===== config.mk =====
export PLATFORM = sky130hd
export DESIGN_NAME = capture_reg_bank
export DESIGN_NICKNAME = d
export VERILOG_FILES = /design/src/rtl/capture_reg_bank_pkg.sv /design/src/rtl/capture_channel.sv /design/src/rtl/capture_reg_bank.sv
export SDC_FILE = /design/constraint.sdc
export NUM_CORES = 1
export LEC_CHECK = 0
export CAP_MARGIN = 20
export CORE_AREA = 2 2 63 76
export CTS_CLUSTER_SIZE = 20
export DETAILED_ROUTE_END_ITERATION = 16
export DIE_AREA = 0 0 65 78
export PLACE_DENSITY = 0.66
export SLEW_MARGIN = 20
export SYNTH_ARGS = -nofsm -noshare
export SYNTH_HDL_FRONTEND = slang
export SYNTH_SLANG_ARGS = --single-unit
export TNS_END_PERCENT = 50

===== constraint.sdc =====
create_clock -name clk -period 3.2 [get_ports clk]
set_input_delay 0.32 -clock clk [delete_from_list [all_inputs] [get_ports clk]]
set_output_delay 0.32 -clock clk [all_outputs]
set_load 0.02 [all_outputs]

===== src/rtl/capture_reg_bank_pkg.sv =====
// Shared types and helpers for the capture register bank: idle FSM state
// encoding and the counter-width helper used to size idle_cnt.
package capture_reg_bank_pkg;

  typedef enum logic [1:0] {
    ACTIVE = 2'd0,
    COUNT  = 2'd1,
    IDLE   = 2'd2
  } idle_state_t;

  // Bits needed to hold 0..n-1, never less than one bit.
  function automatic int cnt_width(input int n);
    int w;
    w = $clog2(n);
    return (w < 1) ? 1 : w;
  endfunction

endpackage


===== src/rtl/capture_channel.sv =====
// One flop-based capture channel: optional synchronous reset to a fixed value,
// optional capture-once lock, and a sticky valid flag.
module capture_channel #(
  parameter int               WIDTH   = 1,
  parameter logic [WIDTH-1:0] RST_VAL = '0,
  parameter bit               HAS_RST = 1'b1,
  parameter bit               ONCE    = 1'b0
) (
  input  logic             clk,
  input  logic             reset,
  input  logic [WIDTH-1:0] d,
  input  logic             en,
  input  logic             rearm,
  output logic [WIDTH-1:0] q,
  output logic             valid,
  output logic             locked,
  output logic             eff
);

  // Power-up value applies to every channel, including ones that ignore reset.
  logic [WIDTH-1:0] q_r = RST_VAL;
  logic             valid_r;

  assign q     = q_r;
  assign valid = valid_r;

  always_ff @(posedge clk) begin
    if (reset && HAS_RST) begin
      q_r <= RST_VAL;
    end else if (eff) begin
      q_r <= d;
    end
  end

  always_ff @(posedge clk) begin
    if (reset) begin
      valid_r <= 1'b0;
    end else if (eff) begin
      valid_r <= 1'b1;
    end
  end

  generate
    if (ONCE) begin : g_once
      logic lock_r;

      // A same-cycle rearm unlocks in time for the capture, which then relocks.
      assign eff    = en & ~(lock_r & ~rearm);
      assign locked = lock_r;

      always_ff @(posedge clk) begin
        if (reset) begin
          lock_r <= 1'b0;
        end else if (eff) begin
          lock_r <= 1'b1;
        end else if (rearm) begin
          lock_r <= 1'b0;
        end
      end
    end else begin : g_free
      logic unused_rearm;
      assign unused_rearm = rearm;
      assign eff          = en;
      assign locked       = 1'b0;
    end
  endgenerate

endmodule


===== src/rtl/capture_reg_bank.sv =====
// Bank of per-channel capture registers with a saturating capture-event
// counter and an idle detector driven by the raw enables.
module capture_reg_bank
  import capture_reg_bank_pkg::*;
#(
  parameter int                      NUM_CH      = 3,
  parameter int                      WIDTH       = 1,
  parameter logic [NUM_CH*WIDTH-1:0] RST_VAL     = (NUM_CH*WIDTH)'(3'b010),
  parameter logic [NUM_CH-1:0]       RST_MASK    = NUM_CH'(3'b011),
  parameter logic [NUM_CH-1:0]       ONCE_MASK   = NUM_CH'(3'b000),
  parameter int                      IDLE_CYCLES = 16,
  parameter int                      CNT_W       = 16
) (
  input  logic                    clk,
  input  logic                    reset,
  input  logic [NUM_CH*WIDTH-1:0] d_in,
  input  logic [NUM_CH-1:0]       d_en,
  input  logic [NUM_CH-1:0]       rearm,
  input  logic                    clr_count,
  output logic [NUM_CH*WIDTH-1:0] d_out,
  output logic [NUM_CH-1:0]       d_valid,
  output logic [NUM_CH-1:0]       locked,
  output logic                    idle,
  output logic [CNT_W-1:0]        en_count
);

  localparam int             IW        = cnt_width(IDLE_CYCLES);
  localparam logic [IW-1:0]  IDLE_LAST = IW'(IDLE_CYCLES - 1);
  localparam logic [CNT_W-1:0] CNT_MAX = '1;

  logic [NUM_CH-1:0] eff;
  logic              any_eff;
  logic              any_en;

  idle_state_t       state;
  logic [IW-1:0]     idle_cnt;

  generate
    for (genvar i = 0; i < NUM_CH; i++) begin : g_ch
      capture_channel #(
        .WIDTH  (WIDTH),
        .RST_VAL(RST_VAL[i*WIDTH +: WIDTH]),
        .HAS_RST(RST_MASK[i]),
        .ONCE   (ONCE_MASK[i])
      ) u_ch (
        .clk   (clk),
        .reset (reset),
        .d     (d_in[i*WIDTH +: WIDTH]),
        .en    (d_en[i]),
        .rearm (rearm[i]),
        .q     (d_out[i*WIDTH +: WIDTH]),
        .valid (d_valid[i]),
        .locked(locked[i]),
        .eff   (eff[i])
      );
    end
  endgenerate

  assign any_eff = |eff;
  assign any_en  = |d_en;

  // Clear takes effect first so a same-cycle capture still counts as one.
  always_ff @(posedge clk) begin
    if (reset) begin
      en_count <= '0;
    end else if (clr_count) begin
      en_count <= any_eff ? CNT_W'(1) : '0;
    end else if (any_eff && (en_count != CNT_MAX)) begin
      en_count <= en_count + 1'b1;
    end
  end

  // idle_cnt holds the number of enable-free cycles already seen in COUNT.
  always_ff @(posedge clk) begin
    if (reset) begin
      state    <= COUNT;
      idle_cnt <= '0;
      idle     <= 1'b0;
    end else begin
      case (state)
        ACTIVE: begin
          idle <= 1'b0;
          if (!any_en) begin
            state    <= COUNT;
            idle_cnt <= IW'(1);
          end
        end
        COUNT: begin
          if (any_en) begin
            state    <= ACTIVE;
            idle_cnt <= '0;
            idle     <= 1'b0;
          end else if (idle_cnt == IDLE_LAST) begin
            state <= IDLE;
            idle  <= 1'b1;
          end else begin
            idle_cnt <= idle_cnt + 1'b1;
            idle     <= 1'b0;
          end
        end
        IDLE: begin
          if (any_en) begin
            state <= ACTIVE;
            idle  <= 1'b0;
          end else begin
            idle <= 1'b1;
          end
        end
        default: begin
          state    <= COUNT;
          idle_cnt <= '0;
          idle     <= 1'b0;
        end
      endcase
    end
  end

endmodule

==> qor.csv <==
metric,value,unit
synthTopCellsByArea,"dfxtp_1 (36%), a21oi_1 (5.5%), buf_4 (4.4%)",
min_period,1970,ps
avgViaCountPerCell,5.32,
synthToLayoutAreaGrowth,26.4,%
r2r_cells,5,
portBuffers,31,
die_h,78,µm
cap_violations,0,
p_sw_frac,0.237,
post-synth-top-count-cell,dfxtp_1,
p_sw,0.212,mW
yosysTopAreaCell,dfxtp_1,
drive_gt1_frac,0.0796,
dpl.hpwl,2330,µm
grt_first_pass_wirelength,5620,µm
grt_use_total,0.142,
synth_cell_types,42,
worstPathArrival,2190,ps
core_area,4260,µm²
gp_congestion,0.799,
cp-start-kind,input pin,
ys_ff_latch,29,
ctsResizeCount,0,
post-cts-setup-buffers,0,
fmax,506,MHz
dr.pass1.iters,4,
finClkSkew,7.65,ps
ios,38,
grt_max_degree,19,
worstMarginPinSlew,714,ps
path_delay_family,simple AND/OR/NAND/NOR gates,
power_frac_seq,0.432,
postRouteAntennaNets,0,
slew_headroom,0.520,
hold_path_class,flop to flop,
status,"complete, no violations",
cts_hold_buf,0,
p_leak,0.674,nW
r2r-end,idle_cnt[2]$_SDFFE_PP0P_,
h-tree-depth,2,
dieArea,5070,µm²
p_int,0.682,mW
insertion_delay,280,ps
max_stage_delay,660,ps
worstSetupPathType,input pin to flop,
holdCritStartpoint,g_ch[0].u_ch.valid$_SDFFE_PP0P_,
setup_violations,0,
setup.worst_path.end_class,flop,
regToRegStartpoint,state[1]$_SDFFE_PP0P_,
pwr-share-comb,0.125,
numCtsBuffers,5,
grt_remaining_overflow,0,
synth_ff_type,dfxtp_1,
cts-root-buf,clkbuf_8,
hold_end,g_ch[0].u_ch.valid$_SDFFE_PP0P_,
antenna_found_initial,0,
initial_core_util,0.364,
path_buf_inv,1,
yosys-top-cells-count,"dfxtp_1 (28), a21oi_1 (17), nor2_1 (12), or3_1 (10)",
clock-sinks,29,
layout.nets,217,
clkTransAtPathRegs,60,ps
pre_cts_ws,937,ps
finalHoldViolations,0,
layout_setup_ws,1230,ps
worstPathMaxFanout,8,
async_reset_ff_frac,0,
synth_top_area_share,0.361,
holdPathStages,2,
ys_seq_area_frac,0.381,
p_clk_frac,0.444,
required,3420,ps
slowest_stage,clkdlybuf4s50_1,
wl_per_cell,12.8,µm
drc,0,
synth_cells,174,
n_antenna_cell,0,
fp-row-count,26,
fp.dieW,65,µm
syn-mean-instance-area,8.92,µm²
num_vias,1367,
slew_viol_final,0,
power.density,456,nW/µm²
cts_tree,built,
rsz0062_at_grt,no,
yosys_warnings,0,
rrSetupSlack,1350,ps
drt-initial-drc-count,51,
ir_drop,301,µV
finalSetupTns,0,ps
synth_edf_count,1,
drt-total-wl,3300,µm
syn_area,1550,µm²
clock_path_buffers,2,
path_cells,clkdlybuf4s50_1 > o311a_2 > nand3_1 > or4_1 > a21oi_1,
fin_crit_sh,0.617,
grt_pass1_vias,1275,
[state kept, by name, summed over array words and instances (netlist names)]
name / flops
idle_cnt: 4
en_count: 16
g_ch.u_ch.valid: 3
g_ch.u_ch.q: 3
idle: 1
state: 2
[layout make-up]
class                   count  area [µm²]
fillers                   412        2300
multi-input cells         128         855
flip-flops and latches     29         591
repair buffers             31         310
clock buffers               7        86.3
well taps                  56        70.1
clock inverters             1        30.0
inverters                   5        18.8
[worst register-to-register path, delay by kind of cell, from the launching register on]
family                     cells  cell delay [ps]
buffers and inverters          1               90
AOI/OAI and AO/OA              1              120
DFF                            1              330
adders and majority gates      1              230
and+or+nand+nor                2             1000
[worst max-delay path by stage]
| stage | start | to | slack (ps) | cells after the start |
|---|---|---|---|---|
| 3_3_place_gp | d_en[0] | en_count[15]$_SDFFE_PP0P_ | 960 | 5 |
| 4_1_cts | d_en[0] | en_count[15]$_SDFFE_PP0P_ | 1230 | 5 |
| 2_1_floorplan | en_count[0]$_SDFFE_PP0P_ | en_count[14]$_SDFFE_PP0P_ | 1490 | 5 |
| 6_report | d_en[0] | en_count[15]$_SDFFE_PP0P_ | 1230 | 5 |
| 3_5_place_dp | d_en[0] | en_count[15]$_SDFFE_PP0P_ | 940 | 5 |
| 5_1_grt | d_en[1] | en_count[15]$_SDFFE_PP0P_ | 1140 | 5 |
[through the flow]
stage / cell area (µm²) / power [mW] / util / hold WS, ps / instances
after floorplan: 1560 / 0.478 / - / 419 / 176
after global placement: 1840 / 0.505 / 0.433 / 448 / 249
after detailed placement: 1840 / 0.506 / 0.433 / 453 / 249
after CTS: 1960 / 0.908 / 0.460 / 472 / 257
after global routing: 1960 / 0.941 / 0.460 / 490 / 257
final: 1960 / 0.894 / 0.460 / 468 / 257
[kinds of logic (layout without fill, tap and decap cells)]
group           after synthesis  in the layout  synth area share
compound gates               49             49             0.209
fa+ha+maj                     5              5            0.0403
buf+inv                      19             44            0.0734
flops                        29             29             0.381
mux                           3              3            0.0194
other cells                   1              3           0.00242
simple gates                 68             68             0.275
[power groups by stage]
stage	combinational (mW)	sequential, mW	clock (mW)
after detailed placement	0.112	0.394	0
after global routing	0.124	0.389	0.429
after CTS	0.113	0.386	0.409
final	0.111	0.386	0.397
after floorplan	0.0836	0.394	0
after global placement	0.111	0.394	0
[placed cells by master, fill, tap and decap left out, drive strengths merged]
cell type and instances:
clkdlybuf4s50 31, dfxtp 28, a21oi 17, nor2 12, or3 10, o21ai 9, nand2 8, o31ai 8
nand3 7, or4 7, clkbuf 7, nand4 6, inv 5, ha 5, nor2b 4, nor3 4
and4 3, mux2i 3, o311ai 3, o41ai 3, conb 3, a211o 2, or4b 2, o31a 1
nor4 1, o311a 1, or2 1, and2 1, nor4b 1, o211ai 1, a31oi 1, o21bai 1
o211a 1, a22oi 1, and2b 1, bufinv 1, edfxtp 1
[per-layer routing]
metal | share of wire | up-vias | track usage
met5 | 0 | - | 0
met4 | 0.018 | 0 | 0.0745
met3 | 0.034 | 5 | 0.0435
met2 | 0.48 | 19 | 0.228
met1 | 0.47 | 640 | 0.169
li1 | - | 703 | -
No activity file was read; power rests on OpenSTA's default activity.
